## config.mk

```make
export PLATFORM = sky130hd
export DESIGN_NAME = bf16_accum_ctrl
export DESIGN_NICKNAME = d
export VERILOG_FILES = /design/src/rtl/bf16_pkg.sv /design/src/rtl/bf16_sync_fifo.sv /design/src/rtl/bf16_accum_ctrl.sv
export SDC_FILE = /design/constraint.sdc
export NUM_CORES = 1
export LEC_CHECK = 0
export CORE_ASPECT_RATIO = 1.75
export CORE_MARGIN = 5
export CORE_UTILIZATION = 59
export CTS_CLUSTER_SIZE = 25
export DETAILED_ROUTE_END_ITERATION = 10
export PLACE_DENSITY_LB_ADDON = 0.08
export SLEW_MARGIN = 5
export SYNTH_ARGS = -nofsm -noshare
export SYNTH_HDL_FRONTEND = slang
export SYNTH_SLANG_ARGS = --single-unit
```

## constraint.sdc

```tcl
create_clock -name clk -period 6 [get_ports clk]
set_input_delay 0.9 -clock clk [delete_from_list [all_inputs] [get_ports clk]]
set_output_delay 0.9 -clock clk [all_outputs]
set_load 0.01 [all_outputs]
```

## src/rtl/bf16_pkg.sv

```systemverilog
// Shared types and constants for the BF16 group accumulator controller.
package bf16_pkg;

  // Field view of a BF16 value.
  typedef struct packed {
    logic       sign;
    logic [7:0] exp;
    logic [6:0] mant;
  } bf16_t;

  localparam logic [15:0] BF16_ZERO = 16'h0000;
  localparam logic [15:0] BF16_ONE  = 16'h3F80;

  // Controller states.
  typedef enum logic [1:0] {
    ST_IDLE  = 2'd0,
    ST_ISSUE = 2'd1,
    ST_WAIT  = 2'd2,
    ST_OUT   = 2'd3
  } acc_state_e;

  // Saturating increment used by the optional element counter.
  function automatic logic [7:0] sat_inc8(input logic [7:0] v);
    if (v == 8'hFF) begin
      return 8'hFF;
    end else begin
      return v + 8'd1;
    end
  endfunction

endpackage

```

## src/rtl/bf16_sync_fifo.sv

```systemverilog
// Single-clock FIFO holding {last, bf16} entries in front of the accumulator.
// DEPTH must be a power of two so the pointers wrap naturally.
module bf16_sync_fifo #(
  parameter int WIDTH = 17,
  parameter int DEPTH = 4
) (
  input  logic             clk,
  input  logic             rst_n,
  input  logic             push,
  input  logic [WIDTH-1:0] wdata,
  input  logic             pop,
  output logic [WIDTH-1:0] rdata,
  output logic             empty,
  output logic             full
);

  localparam int AW = (DEPTH > 1) ? $clog2(DEPTH) : 1;
  localparam int CW = AW + 1;

  logic [WIDTH-1:0] mem_r [DEPTH];
  logic [AW-1:0]    wr_ptr_r;
  logic [AW-1:0]    rd_ptr_r;
  logic [CW-1:0]    count_r;
  logic             wr_en_s;
  logic             rd_en_s;
  logic             empty_s;
  logic             full_s;

  assign empty_s = (count_r == {CW{1'b0}});
  assign full_s  = (count_r == CW'(DEPTH));
  // A full FIFO can still take a write when the head leaves in the same cycle.
  assign rd_en_s = pop && !empty_s;
  assign wr_en_s = push && (!full_s || rd_en_s);

  assign rdata = mem_r[rd_ptr_r];
  assign empty = empty_s;
  assign full  = full_s;

  // Storage array write port.
  always_ff @(posedge clk or negedge rst_n) begin
    if (!rst_n) begin
      for (int i = 0; i < DEPTH; i++) begin
        mem_r[i] <= {WIDTH{1'b0}};
      end
    end else if (wr_en_s) begin
      mem_r[wr_ptr_r] <= wdata;
    end
  end

  // Read/write pointers and occupancy count.
  always_ff @(posedge clk or negedge rst_n) begin
    if (!rst_n) begin
      wr_ptr_r <= {AW{1'b0}};
      rd_ptr_r <= {AW{1'b0}};
      count_r  <= {CW{1'b0}};
    end else begin
      if (wr_en_s) begin
        wr_ptr_r <= wr_ptr_r + AW'(1);
      end
      if (rd_en_s) begin
        rd_ptr_r <= rd_ptr_r + AW'(1);
      end
      case ({wr_en_s, rd_en_s})
        2'b10:   count_r <= count_r + CW'(1);
        2'b01:   count_r <= count_r - CW'(1);
        default: count_r <= count_r;
      endcase
    end
  end

endmodule

```

## src/rtl/bf16_accum_ctrl.sv

```systemverilog
// BF16 group accumulator controller: buffers incoming elements, sequences
// one add at a time through an external pipelined BF16 adder, and presents
// each group's sum with a valid/ready handshake.
// Optional feature macro: BF16_ACC_CNT_EN adds out_count (saturating group size).
module bf16_accum_ctrl
  import bf16_pkg::*;
#(
  parameter int FIFO_DEPTH = 4
) (
  input  logic        clk,
  input  logic        rst_n,
  input  logic        in_valid,
  output logic        in_ready,
  input  logic [15:0] in_data,
  input  logic        in_last,
  output logic        add_valid,
  output logic [15:0] add_a,
  output logic [15:0] add_b,
  input  logic        add_busy,
  input  logic        add_valid_out,
  input  logic [15:0] add_result,
  output logic        out_valid,
  input  logic        out_ready,
  output logic [15:0] out_data
`ifdef BF16_ACC_CNT_EN
  ,
  output logic [7:0]  out_count
`endif
);

  acc_state_e  state_r;
  acc_state_e  state_nxt_s;

  logic [16:0] fifo_rdata_s;
  logic        fifo_empty_s;
  logic        fifo_full_s;
  logic        fifo_push_s;
  logic        fifo_pop_s;
  bf16_t       head_s;
  logic        head_last_s;

  logic        idle_pop_s;
  logic        issue_s;
  logic        wait_done_s;
  logic        out_take_s;

  logic [15:0] acc_r;
  logic        pend_last_r;
  logic [15:0] add_a_r;
  logic [15:0] add_b_r;
  logic        out_valid_r;
  logic [15:0] out_data_r;

  assign head_s      = fifo_rdata_s[15:0];
  assign head_last_s = fifo_rdata_s[16];
  assign fifo_push_s = in_valid && !fifo_full_s;
  assign fifo_pop_s  = idle_pop_s || issue_s;
  assign in_ready    = !fifo_full_s;

  bf16_sync_fifo #(
    .WIDTH (17),
    .DEPTH (FIFO_DEPTH)
  ) u_fifo (
    .clk   (clk),
    .rst_n (rst_n),
    .push  (fifo_push_s),
    .wdata ({in_last, in_data}),
    .pop   (fifo_pop_s),
    .rdata (fifo_rdata_s),
    .empty (fifo_empty_s),
    .full  (fifo_full_s)
  );

  // State register.
  always_ff @(posedge clk or negedge rst_n) begin
    if (!rst_n) begin
      state_r <= ST_IDLE;
    end else begin
      state_r <= state_nxt_s;
    end
  end

  // Next-state decode and per-cycle control strobes.
  always_comb begin
    state_nxt_s = state_r;
    idle_pop_s  = 1'b0;
    issue_s     = 1'b0;
    wait_done_s = 1'b0;
    out_take_s  = 1'b0;
    case (state_r)
      ST_IDLE: begin
        if (!fifo_empty_s) begin
          idle_pop_s  = 1'b1;
          state_nxt_s = head_last_s ? ST_OUT : ST_ISSUE;
        end else begin
          state_nxt_s = ST_IDLE;
        end
      end
      ST_ISSUE: begin
        if (!fifo_empty_s && !add_busy) begin
          issue_s     = 1'b1;
          state_nxt_s = ST_WAIT;
        end else begin
          state_nxt_s = ST_ISSUE;
        end
      end
      ST_WAIT: begin
        if (add_valid_out) begin
          wait_done_s = 1'b1;
          state_nxt_s = pend_last_r ? ST_OUT : ST_ISSUE;
        end else begin
          state_nxt_s = ST_WAIT;
        end
      end
      ST_OUT: begin
        if (out_ready) begin
          out_take_s  = 1'b1;
          state_nxt_s = ST_IDLE;
        end else begin
          state_nxt_s = ST_OUT;
        end
      end
      default: begin
        state_nxt_s = ST_IDLE;
      end
    endcase
  end

  // Accumulator, pending-last flag, held adder operands and result register.
  always_ff @(posedge clk or negedge rst_n) begin
    if (!rst_n) begin
      acc_r       <= BF16_ZERO;
      pend_last_r <= 1'b0;
      add_a_r     <= BF16_ZERO;
      add_b_r     <= BF16_ZERO;
      out_valid_r <= 1'b0;
      out_data_r  <= BF16_ZERO;
    end else begin
      if (idle_pop_s) begin
        acc_r <= head_s;
      end else if (wait_done_s) begin
        acc_r <= add_result;
      end
      if (issue_s) begin
        add_a_r     <= acc_r;
        add_b_r     <= head_s;
        pend_last_r <= head_last_s;
      end
      if (idle_pop_s && head_last_s) begin
        out_valid_r <= 1'b1;
        out_data_r  <= head_s;
      end else if (wait_done_s && pend_last_r) begin
        out_valid_r <= 1'b1;
        out_data_r  <= add_result;
      end else if (out_take_s) begin
        out_valid_r <= 1'b0;
      end
    end
  end

  // The issue pulse lives only in the ISSUE cycle; the operand registers
  // then keep add_a/add_b steady while the adder works on them.
  assign add_valid = issue_s;
  assign add_a     = issue_s ? acc_r  : add_a_r;
  assign add_b     = issue_s ? head_s : add_b_r;
  assign out_valid = out_valid_r;
  assign out_data  = out_data_r;

`ifdef BF16_ACC_CNT_EN
  logic [7:0] cnt_r;

  // Elements taken into the current group; cleared when returning to IDLE.
  always_ff @(posedge clk or negedge rst_n) begin
    if (!rst_n) begin
      cnt_r <= 8'd0;
    end else if (out_take_s) begin
      cnt_r <= 8'd0;
    end else if (fifo_pop_s) begin
      cnt_r <= sat_inc8(cnt_r);
    end
  end

  assign out_count = cnt_r;
`endif

endmodule

```

==> impl_metrics.sql, run 1 <==
INSERT INTO impl_metrics (metric_group, metric, value, unit) VALUES
('outcome', 'run_status', 'finished, final reports clean', ''),
('critical_path', 'timing.setup.critical_path_class', 'in -> out', ''),
('timing', 'fin_crit_sh', '71.4', '%'),
('logic_synthesis', 'mappedNetlistNets', '457', ''),
('logic_synthesis', 'yosys_warnings', '0', ''),
('global_routing', 'grt.total_usage', '21.9', '%'),
('die', 'floorplan_die_height', '148', 'um'),
('clock_network', 'tritoncts', 'yes', ''),
('timing', 'timing.max_slew.rel_slack', '24.3', '%'),
('timing', 'final.setup_skew', '0.00968', 'ns'),
('final_layout', 'areaGrowthSynthToFinish', '24.2', '%'),
('die', 'die_width', '88.7', 'um'),
('detailed_routing', 'antenna_violating_nets_post_route', '0', ''),
('final_layout', 'finalInstanceArea', '0.00794', 'mm^2'),
('clock_network', 'cts_setup_buffers', '0', ''),
('logic_synthesis', 'synth_top_flop_cell', 'sky130_fd_sc_hd__dfrtp_1', ''),
('timing', 'setup_viol', '0', ''),
('critical_path', 'launching_element_type_of_the_critical_path', 'input port', ''),
('detailed_routing', 'via_per_inst', '5.83', ''),
('critical_path', 'critPathMaxFanout', '27', ''),
('clock_network', 'cts_max_level', '4', ''),
('power', 'net-switching-power', '1.62', 'mW'),
('detailed_routing', 'detail_route.drc_violations', '0', ''),
('timing', 'tightestPinTransition', '1.13', 'ns'),
('power', 'combinationalPowerShare', '42.8', '%'),
('global_routing', 'first_global_vias', '4213', ''),
('placement', 'dp.cells', '612', ''),
('critical_path', 'timing.critical_path.cells', 'clkdlybuf4s50_1 -> nor4b_4 -> buf_4 -> mux2i_1 -> clkdlybuf4s50_1', ''),
('power', 'ir_worst_vdd', '0.422', 'mV'),
('power', 'power_frac_clock', '21.7', '%'),
('job', 'cap_violations', '0', ''),
('critical_path', 'data_required_time_of_the_worst_path', '5.10', 'ns'),
('critical_path', 'worst_setup_path_end_kind', 'output port', ''),
('clock_network', 'worst_path_clk_slew', '0.06', 'ns'),
('timing', 'tmin_final', '4.29', 'ns'),
('worst_hold_path', 'min_path_type', 'in -> async', ''),
('power', 'power-per-cell-area', '633', 'mW/mm^2'),
('critical_path', 'timing.reg2reg.setup_slack', '2.97', 'ns'),
('die', 'core', '0.0106', 'mm^2'),
('critical_path', 'r2r_cells', '3', ''),
('final_layout', 'drive_gt1_share', '34.0', '%'),
('global_routing', 'grt_ovf', '0', ''),
('placement', 'post-place-ws', '1.73', 'ns'),
('logic_synthesis', 'synth-edff-count', '0', ''),
('critical_path', 'critPathMostFrequentCell', 'sky130_fd_sc_hd__clkdlybuf4s50_1', ''),
('die', 'floorplan.initialDensity', '60.1', '%'),
('placement', 'placed_area', '0.00732', 'mm^2'),
('logic_synthesis', 'synth-seq-cells', '143', ''),
('global_routing', 'grt_start_max_net_pins', '77', ''),
('global_routing', 'grt_pass1_wl', '21700', 'um'),
('clock_network', 'clockBufferDepth', '2', ''),
('critical_path', 'critical_path.reg2reg.endpoint', 'out_data[9]$_DFFE_PN0P_', ''),
('clock_network', 'numCtsBuffers', '17', ''),
('global_routing', 'initial_antenna_violation_count', '0', ''),
('final_layout', 'seqCellArea', '0.00358', 'mm^2'),
('detailed_routing', 'dr.first_iter.drc_count', '135', ''),
('die', 'design.portCount', '90', ''),
('placement', 'final_estimated_routing_congestion_in_global_placement', '0.743', ''),
('final_layout', 'post-route-util', '74.6', '%'),
('critical_path', 'rr_startpoint', 'u_fifo.rd_ptr_r[0]$_DFFE_PN0P_', ''),
('timing', 'grt_setup_unrepaired', 'no', ''),
('die', 'die_area', '0.0131', 'mm^2'),
('logic_synthesis', 'syn_avg_cell_area', '15.5', 'um^2'),
('clock_network', 'cts.hold.buffers_added', '0', ''),
('final_layout', 'num_antenna_cells', '0', ''),
('final_layout', 'multi_input_comb_area', '0.00260', 'mm^2'),
('power', 'power_leakage', '3.50', 'nW'),
('power', 'pwr-share-seq', '35.5', '%'),
('detailed_routing', 'routed_wl', '13300', 'um'),
('clock_network', 'numClockSinks', '143', ''),
('clock_network', 'cts_root_buffer', 'sky130_fd_sc_hd__clkbuf_16', '');
final cells by class:
cell class	instances	area share, %
Sequential cell	143	45.1
Multi-Input combinational cell	233	32.8
Timing Repair Buffer	94	11.7
Clock buffer	18	5.53
Clock inverter	14	2.27
Tap cell	130	2.05
Inverter	12	0.568
power by group through the flow:
stage | sequential (mW) | combinational, mW | clock, mW
floorplan | 1.67 | 1.49 | 0
global placement | 1.77 | 2.08 | 0
detailed placement | 1.80 | 2.16 | 0
CTS | 1.79 | 2.18 | 1.11
global route | 1.84 | 2.33 | 1.15
finish | 1.78 | 2.15 | 1.09
Yosys cell counts (2+ instances only):
cell type	number	area, um^2
sky130_fd_sc_hd__mux2_1	2	22.5
sky130_fd_sc_hd__or2_2	2	12.5
sky130_fd_sc_hd__buf_4	5	37.5
sky130_fd_sc_hd__xnor2_1	3	26.3
sky130_fd_sc_hd__ha_1	5	62.6
sky130_fd_sc_hd__mux2_4	3	45.0
sky130_fd_sc_hd__nand3_2	4	40.0
sky130_fd_sc_hd__nand3b_1	2	15.0
sky130_fd_sc_hd__clkbuf_1	5	18.8
sky130_fd_sc_hd__mux2i_1	36	360
sky130_fd_sc_hd__mux2_2	119	1340
sky130_fd_sc_hd__mux4_1	6	158
sky130_fd_sc_hd__inv_1	12	45.0
sky130_fd_sc_hd__buf_6	5	56.3
sky130_fd_sc_hd__o21a_1	11	82.6
sky130_fd_sc_hd__nand2_1	3	11.3
sky130_fd_sc_hd__dfrtp_1	143	3580
sky130_fd_sc_hd__xor2_1	3	26.3
sky130_fd_sc_hd__o32a_1	11	110
sky130_fd_sc_hd__mux4_2	6	135
sky130_fd_sc_hd__buf_2	8	40.0
sky130_fd_sc_hd__nand3_1	2	10.0
layout by cell type, fill, tap and decap left out, drive strengths merged, types with 2 or more instances in the layout:
cell           netlist  final
or3b                 2      2
mux2               124    124
clkbuf               5     18
bufinv               0      3
clkdlybuf4s50        0     88
mux4                12     12
nand2                3      3
xnor2                3      3
xor2                 3      3
clkinv               0      5
ha                   5      5
clkinvlp             0      2
o32a                11     11
nand3                6      6
mux2i               36     36
or2                  2      2
nand3b               2      2
o21a                11     11
dfrtp              143    143
inv                 12     16
buf                 19      6
worst max-delay path by stage:
stage | from | endpoint | slack (ns) | depth (start not counted)
detailed placement | add_busy | add_b[8] | 1.73 | 5
floorplan | add_busy | add_b[13] | 3.07 | 3
global placement | add_busy | add_b[8] | 1.79 | 5
finish | add_busy | add_b[10] | 1.71 | 5
CTS | add_busy | add_b[8] | 1.72 | 5
global route | add_busy | add_b[12] | 1.59 | 5
sequential cells by signal, summed over array words and instances, names as in the netlist:
signal and flops:
u_fifo.mem_r 68, acc_r 16, add_a_r 16, add_b_r 16
out_data 16, u_fifo.count_r 3, state_r 2, u_fifo.rd_ptr_r 2
u_fifo.wr_ptr_r 2, out_valid 1, pend_last_r 1
worst max-delay path, delay by kind of cell:
| kind | cells | cell delay (ns) |
|---|---|---|
| buf+inv | 3 | 1.54 |
| mux | 1 | 0.31 |
| simple gates | 1 | 0.61 |
stage by stage:
| step | hold slack (ns) | power (mW) |
|---|---|---|
| after floorplan | 0.458 | 3.15 |
| after global placement | 0.471 | 3.85 |
| after detailed placement | 0.478 | 3.96 |
| after CTS | 0.494 | 5.07 |
| after global routing | 0.507 | 5.31 |
| final | 0.461 | 5.02 |
per-layer routing:
layer	vias to the layer above	share of wire [%]	GRT usage [%]
li1	1697	-	-
met1	1951	39	25.9
met2	92	54	38.2
met3	14	5.2	5.97
met4	0	1.2	6.35
met5	-	0	0
kinds of logic (layout without fill, tap and decap cells):
group                    Yosys count  after routing  share of synthesized area (%)
AO/OA/AOI/OAI                     28             28                           3.72
XOR/XNOR                           6              6                          0.822
adder cells (fa/ha/maj)            6              6                           1.29
buffers and inverters             36            138                           3.33
flip-flops                       143            143                           56.0
multiplexers                     172            172                           32.2
AND/OR/NAND/NOR                   21             21                           2.60
Power figures use the tool's default switching activity.
==> run 2, diff against run 1 <==
--- a/config.mk
+++ b/config.mk
@@ -7,7 +7,7 @@
 export LEC_CHECK = 0
 export CORE_ASPECT_RATIO = 1.75
 export CORE_MARGIN = 5
-export CORE_UTILIZATION = 59
+export CORE_UTILIZATION = 49
 export CTS_CLUSTER_SIZE = 25
 export DETAILED_ROUTE_END_ITERATION = 10
 export PLACE_DENSITY_LB_ADDON = 0.08
==> constraint.sdc (replaced) <==
create_clock -name clk -period 3.5 [get_ports clk]
set_input_delay 0.525 -clock clk [delete_from_list [all_inputs] [get_ports clk]]
set_output_delay 0.525 -clock clk [all_outputs]
set_load 0.01 [all_outputs]
==> impl_metrics.sql, run 2 (same netlist as run 1, synthesis figures left out) <==
INSERT INTO impl_metrics (metric_group, metric, value, unit) VALUES
('timing', 'final.setup_skew', '0.00961', 'ns'),
('timing', 'max_slew_violation_count', '0', ''),
('global_routing', 'grt.total_usage', '19.0', '%'),
('timing', 'final_hold_viol_count', '0', ''),
('clock_network', 'numCtsBuffers', '17', ''),
('timing', 'tns', '0', 'ns'),
('detailed_routing', 'via_per_inst', '5.41', ''),
('final_layout', 'top_register', 'u_fifo.mem_r', ''),
('critical_path', 'critPathArrivalTime', '2.55', 'ns'),
('timing', 'postLayoutSetupSlackWorst', '0.422', 'ns'),
('power', 'power_leakage', '3.54', 'nW'),
('detailed_routing', 'routed_wl', '13700', 'um'),
('global_routing', 'first_global_vias', '4197', ''),
('timing', 'timing.max_slew.rel_slack', '41.1', '%'),
('detailed_routing', 'detail_route.drc_violations', '0', ''),
('critical_path', 'launching_element_type_of_the_critical_path', 'input port', ''),
('timing', 'fin_crit_sh', '88.0', '%'),
('critical_path', 'critical_path.reg2reg.endpoint', 'out_data[10]$_DFFE_PN0P_', ''),
('critical_path', 'timing.setup.critical_path_class', 'in -> out', ''),
('placement', 'final_estimated_routing_congestion_in_global_placement', '0.748', ''),
('clock_network', 'insertion_delay', '0.41', 'ns'),
('power', 'total_power_draw', '8.72', 'mW'),
('placement', 'placed_area', '0.00742', 'mm^2'),
('timing', 'finalHoldWorstSlack', '0.107', 'ns'),
('clock_network', 'tritoncts', 'yes', ''),
('timing', 'tightestPinTransition', '0.883', 'ns'),
('clock_network', 'numClockSinks', '143', ''),
('die', 'design.portCount', '90', ''),
('timing', 'achievable-frequency', '0.325', 'GHz'),
('clock_network', 'ctsResizeCount', '0', ''),
('timing', 'setup_viol', '0', ''),
('detailed_routing', 'detail_route.first_pass.iterations', '4', ''),
('global_routing', 'initial_antenna_violation_count', '0', ''),
('power', 'combinationalPowerShare', '43.7', '%'),
('critical_path', 'r2r_cells', '5', ''),
('detailed_routing', 'drt-wirelength-per-cell', '19.9', 'um'),
('die', 'die_area', '0.0155', 'mm^2'),
('clock_network', 'cts_max_level', '4', ''),
('detailed_routing', 'dr.first_iter.drc_count', '112', ''),
('timing', 'grt_setup_unrepaired', 'no', ''),
('power', 'power_frac_clock', '22.5', '%'),
('critical_path', 'timing.reg2reg.setup_slack', '0.94', 'ns'),
('global_routing', 'grt_pass1_wl', '22400', 'um'),
('final_layout', 'most_common_library_cell_in_the_layout_ignoring_fill_and_taps', 'sky130_fd_sc_hd__dfrtp_1', ''),
('final_layout', 'largest_register_ff_count', '68', ''),
('worst_hold_path', 'min_path_type', 'in -> async', ''),
('clock_network', 'cts_setup_buffers', '0', ''),
('critical_path', 'worst_setup_path_startpoint', 'add_busy', ''),
('detailed_routing', 'via_count', '3736', ''),
('power', 'ir_worst_vdd', '0.447', 'mV'),
('clock_network', 'worst_path_clk_slew', '0.06', 'ns'),
('final_layout', 'areaGrowthSynthToFinish', '26.3', '%'),
('critical_path', 'critPathMaxFanout', '20', ''),
('critical_path', 'critical_path.endpoint', 'add_b[12]', ''),
('power', 'pwr-share-seq', '33.7', '%'),
('global_routing', 'grt_ovf', '0', ''),
('global_routing', 'grt_start_max_net_pins', '66', ''),
('die', 'floorplan_die_height', '161', 'um'),
('placement', 'post-place-ws', '0.404', 'ns'),
('die', 'floorplan.initialDensity', '49.7', '%'),
('job', 'cap_violations', '0', ''),
('final_layout', 'mostFrequentLayoutCells', '143 x sky130_fd_sc_hd__dfrtp_1, 119 x sky130_fd_sc_hd__mux2_2, 88 x sky130_fd_sc_hd__clkdlybuf4s50_1, 36 x sky130_fd_sc_hd__mux2i_1, 17 x sky130_fd_sc_hd__clkbuf_16', ''),
('clock_network', 'clockBufferDepth', '2', ''),
('die', 'die_width', '96.3', 'um'),
('clock_network', 'cts.hold.buffers_added', '0', ''),
('power', 'net-switching-power', '2.74', 'mW'),
('critical_path', 'rr_startpoint', 'u_fifo.rd_ptr_r[0]$_DFFE_PN0P_', ''),
('die', 'placementRows', '55', ''),
('final_layout', 'finalNetCount', '553', ''),
('outcome', 'run_status', 'finished, final reports clean', ''),
('critical_path', 'worst_setup_path_end_kind', 'output port', ''),
('power', 'switching_share', '31.4', '%'),
('placement', 'buffer_ports.inserted', '89', ''),
('power', 'cellInternalPower', '5.98', 'mW'),
('final_layout', 'num_antenna_cells', '0', ''),
('detailed_routing', 'antenna_violating_nets_post_route', '0', ''),
('critical_path', 'data_required_time_of_the_worst_path', '2.97', 'ns'),
('power', 'power-per-cell-area', '1080', 'mW/mm^2'),
('placement', 'dp_hpwl', '9600', 'um'),
('clock_network', 'cts_root_buffer', 'sky130_fd_sc_hd__clkbuf_16', ''),
('die', 'core', '0.0129', 'mm^2'),
('final_layout', 'drive_gt1_share', '34.8', '%'),
('timing', 'tmin_final', '3.08', 'ns'),
('final_layout', 'finalInstanceArea', '0.00807', 'mm^2');
run 2: changes by cell type in the layout (fill, tap and decap cells not counted):
| cell | previous run | this run |
|---|---|---|
| sky130_fd_sc_hd__clkinv_4 | 4 | 2 |
| sky130_fd_sc_hd__inv_6 | 4 | 2 |
| sky130_fd_sc_hd__buf_4 | 5 | 12 |
| sky130_fd_sc_hd__bufinv_16 | 3 | 5 |
| sky130_fd_sc_hd__clkinv_2 | 1 | 2 |
run 2: how the worst min path moves through the flow:
stage | to | slack (ns)
after floorplan | acc_r[0]$_DFFE_PN0P_ | 0.23
after global placement | acc_r[5]$_DFFE_PN0P_ | 0.47
after detailed placement | add_a_r[5]$_DFF_PN0_ | 0.47
after CTS | u_fifo.mem_r[38]$_DFFE_PN0P_ | 0.13
after global routing | out_data[5]$_DFFE_PN0P_ | 0.17
final | out_data[5]$_DFFE_PN0P_ | 0.11
run 2: final cells by class:
type,count,area (um^2)
clock inverters,13,210
multi-input cells,233,2600
flip-flops and latches,143,3580
inverters,12,45.0
clock buffers,18,439
fillers,1017,4800
repair buffers,101,982
well taps,171,214
run 2: critical path, cell delays in order:
cell and delay (ns):
sky130_fd_sc_hd__clkdlybuf4s50_1 0.50, sky130_fd_sc_hd__nor4b_4 0.30, sky130_fd_sc_hd__buf_4 0.32, sky130_fd_sc_hd__mux2i_1 0.29, sky130_fd_sc_hd__clkdlybuf4s50_1 0.59
run 2: stage by stage:
stage | util, % | instances
4_1_cts | 62.7 | 691
3_3_place_gp | 57.7 | 660
5_1_grt | 62.7 | 691
2_1_floorplan | - | 412
3_5_place_dp | 57.7 | 660
6_report | 62.7 | 691
run 2: power groups by stage:
stage / sequential [mW] / clock, mW / combinational (mW)
after global routing: 3.04 / 2.08 / 4.13
final: 2.94 / 1.97 / 3.81
after detailed placement: 2.97 / 0 / 3.86
after CTS: 2.95 / 2.01 / 3.88
after floorplan: 2.86 / 0 / 2.55
after global placement: 2.92 / 0 / 3.76
run 2: metal layers:
metal / track usage [%] / vias up / wire length [um]
li1: - / 1700 / -
met1: 23.8 / 1962 / 5710
met2: 33.0 / 64 / 7410
met3: 3.96 / 10 / 502
met4: 5.11 / 0 / 125
met5: 0 / - / 0
